--- src/rtl/branch_sequencer_pkg.sv ---
// Shared definitions for the conditional-branch control sequencer:
// state encoding, branch opcode and instruction field positions.
package branch_sequencer_pkg;

   localparam logic [2:0] ST_IDLE = 3'd0;
   localparam logic [2:0] ST_T3   = 3'd1;
   localparam logic [2:0] ST_T4   = 3'd2;
   localparam logic [2:0] ST_T5   = 3'd3;
   localparam logic [2:0] ST_T6   = 3'd4;
   localparam logic [2:0] ST_ERR  = 3'd5;

   typedef enum logic [2:0] {
      IDLE = ST_IDLE,
      T3   = ST_T3,
      T4   = ST_T4,
      T5   = ST_T5,
      T6   = ST_T6,
      ERR  = ST_ERR
   } state_t;

   localparam logic [4:0] BR_OPCODE = 5'b10010;

   localparam int OPC_MSB = 31;
   localparam int OPC_LSB = 27;
   localparam int RA_MSB  = 26;
   localparam int RA_LSB  = 23;
   localparam int C2_MSB  = 22;
   localparam int C2_LSB  = 19;
   localparam int C_MSB   = 18;

   function automatic logic [31:0] sext_c(input logic [31:0] instr);
      return {{(31 - C_MSB){instr[C_MSB]}}, instr[C_MSB:0]};
   endfunction

endpackage

--- src/rtl/branch_sequencer.sv ---
// Sequences brzr/brnz/brpl/brmi through the single-bus datapath: Ra onto the
// bus with CON FF capture, PC + C via Y/ALU/Z, then a conditional PC load.
module branch_sequencer
   import branch_sequencer_pkg::*;
(
   input  logic        clk,
   input  logic        clear,
   input  logic        start,
   input  logic [31:0] ir,
   input  logic        condition,
   output logic        busy,
   output logic        done,
   output logic        illegal,
   output logic [3:0]  ra_sel,
   output logic [3:0]  c2,
   output logic [31:0] c_sext,
   output logic        r_out,
   output logic        con_en,
   output logic        pc_out,
   output logic        y_in,
   output logic        c_out,
   output logic        alu_add,
   output logic        z_in,
   output logic        zlo_out,
   output logic        pc_in,
   output logic [2:0]  state_dbg
);

   state_t      state_q, state_d;
   logic [3:0]  ra_sel_q, ra_sel_d;
   logic [3:0]  c2_q, c2_d;
   logic [31:0] c_sext_q, c_sext_d;
   logic        is_branch;

   assign is_branch = (ir[OPC_MSB:OPC_LSB] == BR_OPCODE);

   // start is a level request with no ready: it is accepted only on an edge
   // leaving IDLE or T6, and is silently dropped in T3-T5 and ERR.
   always_comb begin
      state_d  = state_q;
      ra_sel_d = ra_sel_q;
      c2_d     = c2_q;
      c_sext_d = c_sext_q;
      case (state_q)
         IDLE, T6: begin
            if (start && is_branch) begin
               state_d  = T3;
               ra_sel_d = ir[RA_MSB:RA_LSB];
               c2_d     = ir[C2_MSB:C2_LSB];
               c_sext_d = sext_c(ir);
            end else if (start) begin
               state_d = ERR;
            end else begin
               state_d = IDLE;
            end
         end
         T3:      state_d = T4;
         T4:      state_d = T5;
         T5:      state_d = T6;
         ERR:     state_d = IDLE;
         default: state_d = IDLE;
      endcase
   end

   always_ff @(posedge clk) begin
      if (clear) begin
         state_q  <= IDLE;
         ra_sel_q <= '0;
         c2_q     <= '0;
         c_sext_q <= '0;
      end else begin
         state_q  <= state_d;
         ra_sel_q <= ra_sel_d;
         c2_q     <= c2_d;
         c_sext_q <= c_sext_d;
      end
   end

   // pc_in is the only output that looks past the state: it gates the PC
   // load with the CON FF result captured at the end of T3.
   always_comb begin
      busy    = 1'b0;
      done    = 1'b0;
      illegal = 1'b0;
      r_out   = 1'b0;
      con_en  = 1'b0;
      pc_out  = 1'b0;
      y_in    = 1'b0;
      c_out   = 1'b0;
      alu_add = 1'b0;
      z_in    = 1'b0;
      zlo_out = 1'b0;
      pc_in   = 1'b0;
      case (state_q)
         T3: begin
            busy   = 1'b1;
            r_out  = 1'b1;
            con_en = 1'b1;
         end
         T4: begin
            busy   = 1'b1;
            pc_out = 1'b1;
            y_in   = 1'b1;
         end
         T5: begin
            busy    = 1'b1;
            c_out   = 1'b1;
            alu_add = 1'b1;
            z_in    = 1'b1;
         end
         T6: begin
            busy    = 1'b1;
            zlo_out = 1'b1;
            done    = 1'b1;
            pc_in   = condition;
         end
         ERR:     illegal = 1'b1;
         default: ;
      endcase
   end

   assign ra_sel    = ra_sel_q;
   assign c2        = c2_q;
   assign c_sext    = c_sext_q;
   assign state_dbg = state_q;

endmodule

--- config.mk ---
export PLATFORM = sky130hd
export DESIGN_NAME = branch_sequencer
export DESIGN_NICKNAME = d
export VERILOG_FILES = /design/src/rtl/branch_sequencer_pkg.sv /design/src/rtl/branch_sequencer.sv
export SDC_FILE = /design/constraint.sdc
export NUM_CORES = 1
export LEC_CHECK = 0
export BUFFER_PORTS_ARGS = -buffer_cell sky130_fd_sc_hd__buf_2
export CORE_ASPECT_RATIO = 2
export CORE_MARGIN = 2
export CORE_UTILIZATION = 30
export DETAILED_ROUTE_END_ITERATION = 8
export PLACE_DENSITY = 0.66
export SYNTH_ARGS = -nofsm -noshare
export SYNTH_HDL_FRONTEND = slang
export SYNTH_SLANG_ARGS = --single-unit
export TNS_END_PERCENT = 30
--- constraint.sdc ---
create_clock -name clk -period 4 [get_ports clk]
set_clock_uncertainty 0.05 [all_clocks]
set_input_delay 0.8 -clock clk [delete_from_list [all_inputs] [get_ports clk]]
set_output_delay 0.8 -clock clk [all_outputs]
set_load 0.02 [all_outputs]
# [Yosys cells after proc, flatten, opt, wreduce, memory -nomap -nowiden]
# Index checks and enable logic that the tools add are counted.
[totals] wordCells=25 out_inout_bits=55 register_bits=30 input_bits=36
[op_classes] mux=10 reduce_logical=5 eq_ne=6
[ops] operator="3-bit one-hot mux with 4 select lines" n=1
[ops] operator="1-bit two-way mux" n=7
[ops] operator="3-bit by 2-bit equality test with 1-bit output, second input constant" n=2
[ops] operator="3-bit equality test, second input constant" n=2
[ops] operator="3-bit two-way mux" n=2
[ops] operator="5-bit equality test, second input constant" n=1
[ops] operator="4-bit OR reduction" n=1
[ops] operator="3-bit by 1-bit equality test with 1-bit output, second input constant" n=1
[ops] operator="3-bit zero test" n=1
[ops] operator="2-bit AND reduction" n=1
[ops] operator="2-bit OR reduction" n=1
[ops] operator="1-bit logical AND" n=1

# [Depth between registers and ports, before layout]
# Gate-level depths: netlist (run 1).
[logic_depth] ltp_word=4 depth_mapped=6 ltp_nobuf=3

# [Least setup slack after synthesis (run 1)]
# No wires, ideal clock.
[synth_path] path_kind="register to output" start="register state_q[1], in the netlist state_dbg[1]" end="output y_in" n_path_buf=2 path_stages_with_launch=4 required_time_ns=3.150 arrival_time_ns=1.500 setup_slack_ns=1.650 path_cell_list="dfxtp_1 buf_6 nor3b_1 buf_4"
[synth_between] elab_chain_cells=2
[synth_rtl] item="start: declaration" line="branch_sequencer.sv:29" source="state_t state_q, state_d;"
[synth_rtl] item="start signal: assignment" line="branch_sequencer.sv:72" source="state_q <= state_d;"
[synth_rtl] item="3-bit by 2-bit equality test with 1-bit output"
[synth_rtl] item="1-bit two-way mux"
[synth_rtl] item="end: declaration" line="branch_sequencer.sv:20" source="output logic y_in,"
# No other way between the ends.

# [Worst setup path after layout (run 1)]
[layout_path] start="register state_q[1], in the netlist state_dbg[1]" end="output pc_out"
[layout_between] elab_chain_cells=2
[layout_rtl] item="3-bit by 2-bit equality test with 1-bit output" line="branch_sequencer.sv:94" source="case (state_q)"
[layout_rtl] item="1-bit two-way mux" line="branch_sequencer.sv:94"
[layout_rtl] item="end: declaration" line="branch_sequencer.sv:19" source="output logic pc_out,"
# No other way between the ends.

==> flow_metrics.tcl, run 1 <==
set metrics [dict create \
    status "finished, final reports clean" \
    holdBufCountCts 0 \
    yosysSeqAreaShare_pct 39.6 \
    num_rows 36 \
    yosys_warnings 0 \
    postCtsSetupRepairBufs 0 \
    setup_violations 0 \
    grt.met1_usage_pct 16.9 \
    dpl.hpwl_mm 2.81 \
    fin_cells 287 \
    multi_input_area_sq_um 674 \
    cts_tree "yes" \
    regArea_sq_um 601 \
    leakage_nw 0.865 \
    cts_buffers 5 \
    worstSetupPathType "register to output pin" \
    drc 0 \
    rsz0062_at_grt "no" \
    crit_path_start_kind "register" \
    slew_headroom_pct 26.3 \
    vias 1514 \
    hold_viol 0 \
    irDropWorstVdd_v 0.000198 \
    synth.distinct_cells 23 \
    h-tree-depth 2 \
    fin_hold_ws_ps 415 \
    arrival_ps 1370 \
    tightest_slew_ps 1100 \
    nFillCells 539 \
    drive_above_1_share_pct 45.7 \
    drv_slew 0 \
    syn_inst 170 \
    antenna_found_initial 0 \
    ctsResizeCount 0 \
    clk_latency_ps 270 \
    powerDensity_nw_per_um2 358 \
    placeableCoreArea_sq_um 4860 \
    grtUsageTotal_pct 15.2 \
    diodes 0 \
    design_area_sq_um 1910 \
    syn_to_final_growth_pct 25.6 \
    drt-initial-drc-count 30 \
    grt_pass1_wl_mm 6.61 \
    use_met3_pct 2.14 \
    port_buffers 90 \
    ys_seq_elements 30 \
    syn-num-nets 206 \
    die_width_um 54.3 \
    postRouteAntennaNets 0 \
    drv_cap 0 \
    required_ps 3150 \
    placedCellCount 279 \
    hold_class "register to register" \
    routed_via_density 5.28 \
    gp_congestion 0.707 \
    fin_tns_setup_ps 0 \
    io_pins 91 \
    clock_sink_count 30 \
    fin_nets 265 \
    fin_crit_sh_pct 55.5 \
    grt-busiest-layer "met2" \
    grt_remaining_overflow 0 \
    syn_area_per_cell_sq_um 8.93 \
    dr.pass1.iters 4 \
    die_h_um 105 \
    grt_start_max_net_pins 31 \
    max_freq_mhz 450 \
    clk_pin_slew_ps 60 \
    wire_per_inst_um 14.6 \
    crit_path_end_kind "output pin" \
    critical_path.max_fanout 9 \
    die_area_sq_um 5680 \
    grt_pass1_vias 1470 \
    cts-root-buf "clkbuf_8" \
    gr-usage-met2_pct 26.3 \
    finalCriticalPeriod_ps 2220 \
    start_util_pct 31.2 \
    clk_path_buf_depth 2 \
    synth_area_sq_um 1520 \
    place_area_sq_um 1820 \
    wirelength_mm 4.19 \
]
-- final timing paths --
check	depth (start not counted)	start	endpoint	slack, ps
hold reg to reg	2	ra_sel[3]$_SDFFE_PP0P_	ra_sel[3]$_SDFFE_PP0P_	410
hold / removal	2	ra_sel[3]$_SDFFE_PP0P_	ra_sel[3]$_SDFFE_PP0P_	410
setup reg to reg	3	state_dbg[1]$_SDFF_PP0_	c2[3]$_SDFFE_PP0P_	2040
setup / recovery	2	state_dbg[1]$_SDFF_PP0_	pc_out	1780
-- cell usage in the layout, fill, tap and decap left out, types with 2 or more instances in the layout --
master    count
xnor2_1       2
buf_2        90
and3b_1       2
buf_4         2
dfxtp_1      30
o31ai_1      25
nor2_1        3
nand4_1      27
clkbuf_8      6
o31ai_2       2
nor3b_1       2
a21oi_1      28
-- synth_stat cells --
library cell	n	share of area [%]
or3b_1	1	0.58
nor2_1	3	0.74
nor3b_1	2	0.99
buf_4	20	9.9
nor3b_2	1	0.82
o31ai_2	2	1.6
xnor2_1	2	1.2
buf_6	4	3.0
nand4_1	27	11
clkbuf_1	10	2.5
and3_1	1	0.41
buf_2	4	1.3
and3b_1	2	1.2
o21ba_2	1	0.66
buf_1	2	0.49
nor4bb_1	1	0.66
o31ai_1	25	12
nor3_1	1	0.33
and2_1	1	0.41
inv_2	1	0.25
nand4bb_1	1	0.74
a21oi_1	28	9.2
dfxtp_1	30	40
-- state kept, by name, summed over array words and instances, names as in the netlist --
register,cells
c2,4
c_sext,19
ra_sel,4
state_dbg,3
-- logic make-up after synthesis --
kind of cell / share of synthesized area, %
compound gates: 23.9
xor+xnor: 1.15
buf+inv: 17.4
flops: 39.6
simple gates: 18.0
-- where the power goes --
part           leakage [nW]  total (W)  internal, W  switching [W]
clock network        0.0482   0.000249     0.000139       0.000110
registers             0.242   0.000313     0.000304     0.00000944
logic                 0.574   0.000121    0.0000389      0.0000821
total                 0.865   0.000683     0.000481       0.000202
-- metrics by stage --
| stage | util, % | power (W) | setup WS, ps |
|---|---|---|---|
| after global placement | 37.3 | 0.000440 | 1660 |
| after detailed placement | 37.3 | 0.000442 | 1620 |
| after global routing | 39.2 | 0.000712 | 1640 |
| after floorplan | - | 0.000413 | 1650 |
| after CTS | 39.2 | 0.000694 | 1760 |
| final | 39.2 | 0.000683 | 1780 |
-- layout make-up --
| type | instances | area share (%) |
|---|---|---|
| timing repair buffer | 92 | 24.4 |
| multi-input combinational | 99 | 35.4 |
| clock buffer | 7 | 4.53 |
| sequential | 30 | 31.5 |
| clock inverter | 1 | 0.262 |
| tap | 57 | 3.74 |
| inverter | 1 | 0.197 |
-- metal layers --
metal	wire, um	up-vias
met5	0	-
met4	110	0
met3	283	8
met2	2240	70
met1	1550	695
li1	-	741
-- worst max-delay path, cell delays in order (launching register included) --
cell     delay, ps
dfxtp_1        520
nor3b_1        350
buf_2          230
(Power assumes the default switching activity.)
==> run 2: changes to the inputs <==
clock period = 2.1 ns   (was 4 ns; I/O delays follow)
==> flow_metrics.tcl, run 2 (synthesized netlist as in run 1, its figures left out) <==
set metrics [dict create \
    antenna_found_initial 0 \
    slew_headroom_pct 63.3 \
    final_util_pct 40.1 \
    fin_tns_setup_ps 0 \
    grt_pass1_wl_mm 6.89 \
    placeableCoreArea_sq_um 4860 \
    grt_pass1_vias 1468 \
    port_buffers 90 \
    drt-initial-drc-count 29 \
    placedCellCount 286 \
    p_sw_share_pct 28.7 \
    tightest_slew_ps 550 \
    place_area_sq_um 1870 \
    die_width_um 54.3 \
    clock_sink_count 30 \
    clk_latency_ps 270 \
    die_area_sq_um 5680 \
    ctsResizeCount 0 \
    cts-root-buf "clkbuf_8" \
    drive_above_1_share_pct 47.2 \
    max_freq_mhz 547 \
    h-tree-depth 2 \
    fin_cells 292 \
    clockPowerShare_pct 34.2 \
    cts_tree "yes" \
    p_int_w 0.000920 \
    setup_violations 0 \
    fin_hold_ws_ps 354 \
    grtUsageTotal_pct 16.3 \
    design_area_sq_um 1950 \
    clk_path_buf_depth 2 \
    final_common_cell "buf_2" \
    dr.pass1.iters 4 \
    fin_crit_sh_pct 87.0 \
    irDropWorstVdd_v 0.000466 \
    fin_nets 272 \
    critical_path.max_fanout 9 \
    dpl.hpwl_mm 3.15 \
    routed_via_density 5.38 \
    diodes 0 \
    worstSetupPathType "register to output pin" \
    drv_cap 0 \
    drv_slew 0 \
    arrival_ps 1360 \
    syn_to_final_growth_pct 28.5 \
    wirelength_mm 4.42 \
    required_ps 1630 \
    wire_per_inst_um 15.1 \
    grt_start_max_net_pins 31 \
    clk_pin_slew_ps 60 \
    cts_buffers 5 \
    holdBufCountCts 0 \
    gp_congestion 0.687 \
    powerDensity_nw_per_um2 661 \
    leakage_nw 0.893 \
    die_h_um 105 \
    status "finished, final reports clean" \
    largest_register_ffs 19 \
    grt_remaining_overflow 0 \
    combPwrFrac_pct 19.5 \
    start_util_pct 31.2 \
    postRouteAntennaNets 0 \
    vias 1572 \
    crit_path_start_kind "register" \
    hold_viol 0 \
    num_rows 36 \
    switching_power_w 0.000370 \
    postCtsSetupRepairBufs 0 \
    seq_power_share_pct 46.3 \
    hold_class "input port to register" \
    io_pins 91 \
    rsz0062_at_grt "no" \
    drc 0 \
    finalCriticalPeriod_ps 1830 \
    final_cell_mix "buf_2 (90), dfxtp_1 (30), a21oi_1 (28)" \
    crit_path_end_kind "output pin" \
]
[run 2: cell count changes in the layout (fill, tap and decap cells not counted)]
cell | previous run | this run
buf_4 | 2 | 9
clkbuf_1 | 1 | 0
clkinv_2 | 1 | 0
[run 2: cell type report]
| type | count | area [sq um] |
|---|---|---|
| multi-input combinational | 99 | 674 |
| inverter | 1 | 3.75 |
| clock buffer | 6 | 82.6 |
| fill | 542 | 2910 |
| sequential | 30 | 601 |
| timing repair buffer | 99 | 518 |
| tap | 57 | 71.3 |
[run 2: worst max-delay path: stages (launching register included)]
cell	delay [ps]
dfxtp_1	510
nor3b_1	350
buf_2	230
[run 2: worst paths after layout]
| kind | startpoint | end | slack, ps | cells after the start |
|---|---|---|---|---|
| hold / removal | ir[24] | ra_sel[1]$_SDFFE_PP0P_ | 350 | 3 |
| hold reg to reg | ra_sel[0]$_SDFFE_PP0P_ | ra_sel[0]$_SDFFE_PP0P_ | 410 | 2 |
| setup / recovery | state_dbg[1]$_SDFF_PP0_ | y_in | 270 | 2 |
| setup reg to reg | state_dbg[1]$_SDFF_PP0_ | c_sext[15]$_SDFFE_PP0P_ | 530 | 4 |
[run 2: power groups by stage]
stage	combinational (W)	clock (W)	sequential [W]
after global routing	0.000269	0.000489	0.000600
after detailed placement	0.000252	0	0.000610
after global placement	0.000250	0	0.000610
after CTS	0.000252	0.000464	0.000597
final	0.000252	0.000441	0.000598
after floorplan	0.000177	0	0.000609
[run 2: routing by layer]
metal | global-route usage [%] | up-vias | part of all wire [%] | routed length [um]
met2 | 26.5 | 85 | 52 | 2300
li1 | - | 754 | - | -
met4 | 9.46 | 0 | 3.3 | 147
met5 | 0 | - | 0 | 0
met3 | 3.29 | 10 | 7.2 | 319
met1 | 18.5 | 723 | 37 | 1650
[run 2: per-stage QoR]
step / total power (W) / setup WS (ps)
3_5_place_dp: 0.000862 / 419
2_1_floorplan: 0.000786 / 130
6_report: 0.00129 / 272
5_1_grt: 0.00136 / 92.1
3_3_place_gp: 0.000861 / 384
4_1_cts: 0.00131 / 230
==> run 3: changes to the inputs <==
==> constraint.sdc (replaced) <==
create_clock -name clk -period 2.1 [get_ports clk]
set_clock_uncertainty 0.05 [all_clocks]
set_input_delay 0.315 -clock clk [delete_from_list [all_inputs] [get_ports clk]]
set_output_delay 0.315 -clock clk [all_outputs]
set_load 0.02 [all_outputs]
==> flow_metrics.tcl, run 3 (synthesized netlist as in run 1, its figures left out) <==
set metrics [dict create \
    port_buffers 90 \
    hold_class "input port to register" \
    start_util_pct 31.2 \
    clockPowerShare_pct 36.2 \
    leakage_nw 0.885 \
    cts_buffers 5 \
    irDropWorstVdd_v 0.000424 \
    critical_path.max_fanout 8 \
    drt-initial-drc-count 47 \
    dr.pass1.iters 4 \
    status "finished, final reports clean" \
    seq_power_share_pct 44.4 \
    postCtsSetupRepairBufs 0 \
    combPwrFrac_pct 19.4 \
    placedCellCount 283 \
    powerDensity_nw_per_um2 683 \
    fin_crit_sh_pct 78.2 \
    crit_path_start_kind "register" \
    place_area_sq_um 1850 \
    grtUsageTotal_pct 15.4 \
    grt_remaining_overflow 0 \
    placeableCoreArea_sq_um 4860 \
    wirelength_mm 4.37 \
    die_area_sq_um 5680 \
    ctsResizeCount 0 \
    fin_cells 291 \
    finalCriticalPeriod_ps 1640 \
    crit_path_end_kind "output pin" \
    clk_path_buf_depth 2 \
    grt_pass1_vias 1400 \
    routed_via_density 5.43 \
    io_pins 91 \
    drive_above_1_share_pct 46.6 \
    regToRegSetupSlack_ps 620 \
    num_rows 36 \
    total_power_w 0.00132 \
    die_h_um 105 \
    slew_headroom_pct 62.2 \
    final_cell_mix "buf_2 (90), dfxtp_1 (30), a21oi_1 (28)" \
    drc 0 \
    final_common_cell "buf_2" \
    rsz0062_at_grt "no" \
    clk_pin_slew_ps 70 \
    grt_pass1_wl_mm 6.61 \
    fin_tns_setup_ps 0 \
    vias 1579 \
    required_ps 1740 \
    fin_nets 269 \
    dpl.hpwl_mm 2.92 \
    tightest_slew_ps 566 \
    cts_tree "yes" \
    drv_slew 0 \
    largest_register_ffs 19 \
    max_freq_mhz 609 \
    postRouteAntennaNets 0 \
    hold_viol 0 \
    diodes 0 \
    drv_cap 0 \
    setup_violations 0 \
    arrival_ps 1280 \
    worstSetupPathType "register to output pin" \
    wire_per_inst_um 15.0 \
    design_area_sq_um 1940 \
    holdBufCountCts 0 \
    nFillCells 534 \
    syn_to_final_growth_pct 27.6 \
    grt_start_max_net_pins 31 \
    clk_latency_ps 270 \
    die_width_um 54.3 \
    final_util_pct 39.8 \
    antenna_found_initial 0 \
    clock_sink_count 30 \
    gp_congestion 0.747 \
    cts-root-buf "clkbuf_8" \
    switching_power_w 0.000393 \
    h-tree-depth 2 \
    p_sw_share_pct 29.7 \
    p_int_w 0.000929 \
]
-- run 3: changes by cell type in the layout (fill, tap and decap cells not counted) --
cell      previous run  this run
clkinv_2             0         1
clkbuf_1             0         1
buf_4                9         6
-- run 3: layer usage --
layer	track usage, %	part of all wire (%)	vias to the layer above
li1	-	-	752
met1	17.6	38	733
met2	26.2	53	87
met3	2.00	7.7	7
met4	7.50	2.1	0
met5	0	0	-
-- run 3: cell type report --
type	count	area (sq um)	share of cell area, %
clock buffers	7	86.3	4.46
clock inverters	1	5.00	0.258
inverters	1	3.75	0.194
multi-input cells	99	674	34.8
flip-flops and latches	30	601	31.0
well taps	57	71.3	3.68
repair buffers	96	495	25.6
-- run 3: critical path, stage by stage, from the launching register on --
cell and delay, ps:
dfxtp_1 320, buf_4 160, nor3b_1 290, buf_2 230
-- run 3: worst paths after layout --
path                                         startpoint                      end  cells after the start
worst min register to register   c_sext[1]$_SDFFE_PP0P_   c_sext[1]$_SDFFE_PP0P_                      2
worst max register to register  state_dbg[1]$_SDFF_PP0_       c2[3]$_SDFFE_PP0P_                      4
worst max-delay path            state_dbg[1]$_SDFF_PP0_                   pc_out                      3
worst min-delay path                             ir[18]  c_sext[18]$_SDFFE_PP0P_                      3
-- run 3: through the flow --
step	worst slack, ps	hold WS, ps
after floorplan	235	419
after global placement	541	400
after detailed placement	495	408
after CTS	425	234
after global routing	324	242
final	458	243
-- run 3: power by group through the flow --
stage | Clock [W] | Combinational, W | Sequential [W]
floorplan | 0 | 0.000177 | 0.000609
global placement | 0 | 0.000255 | 0.000599
detailed placement | 0 | 0.000257 | 0.000600
CTS | 0.000498 | 0.000257 | 0.000587
global route | 0.000524 | 0.000273 | 0.000589
finish | 0.000479 | 0.000256 | 0.000587
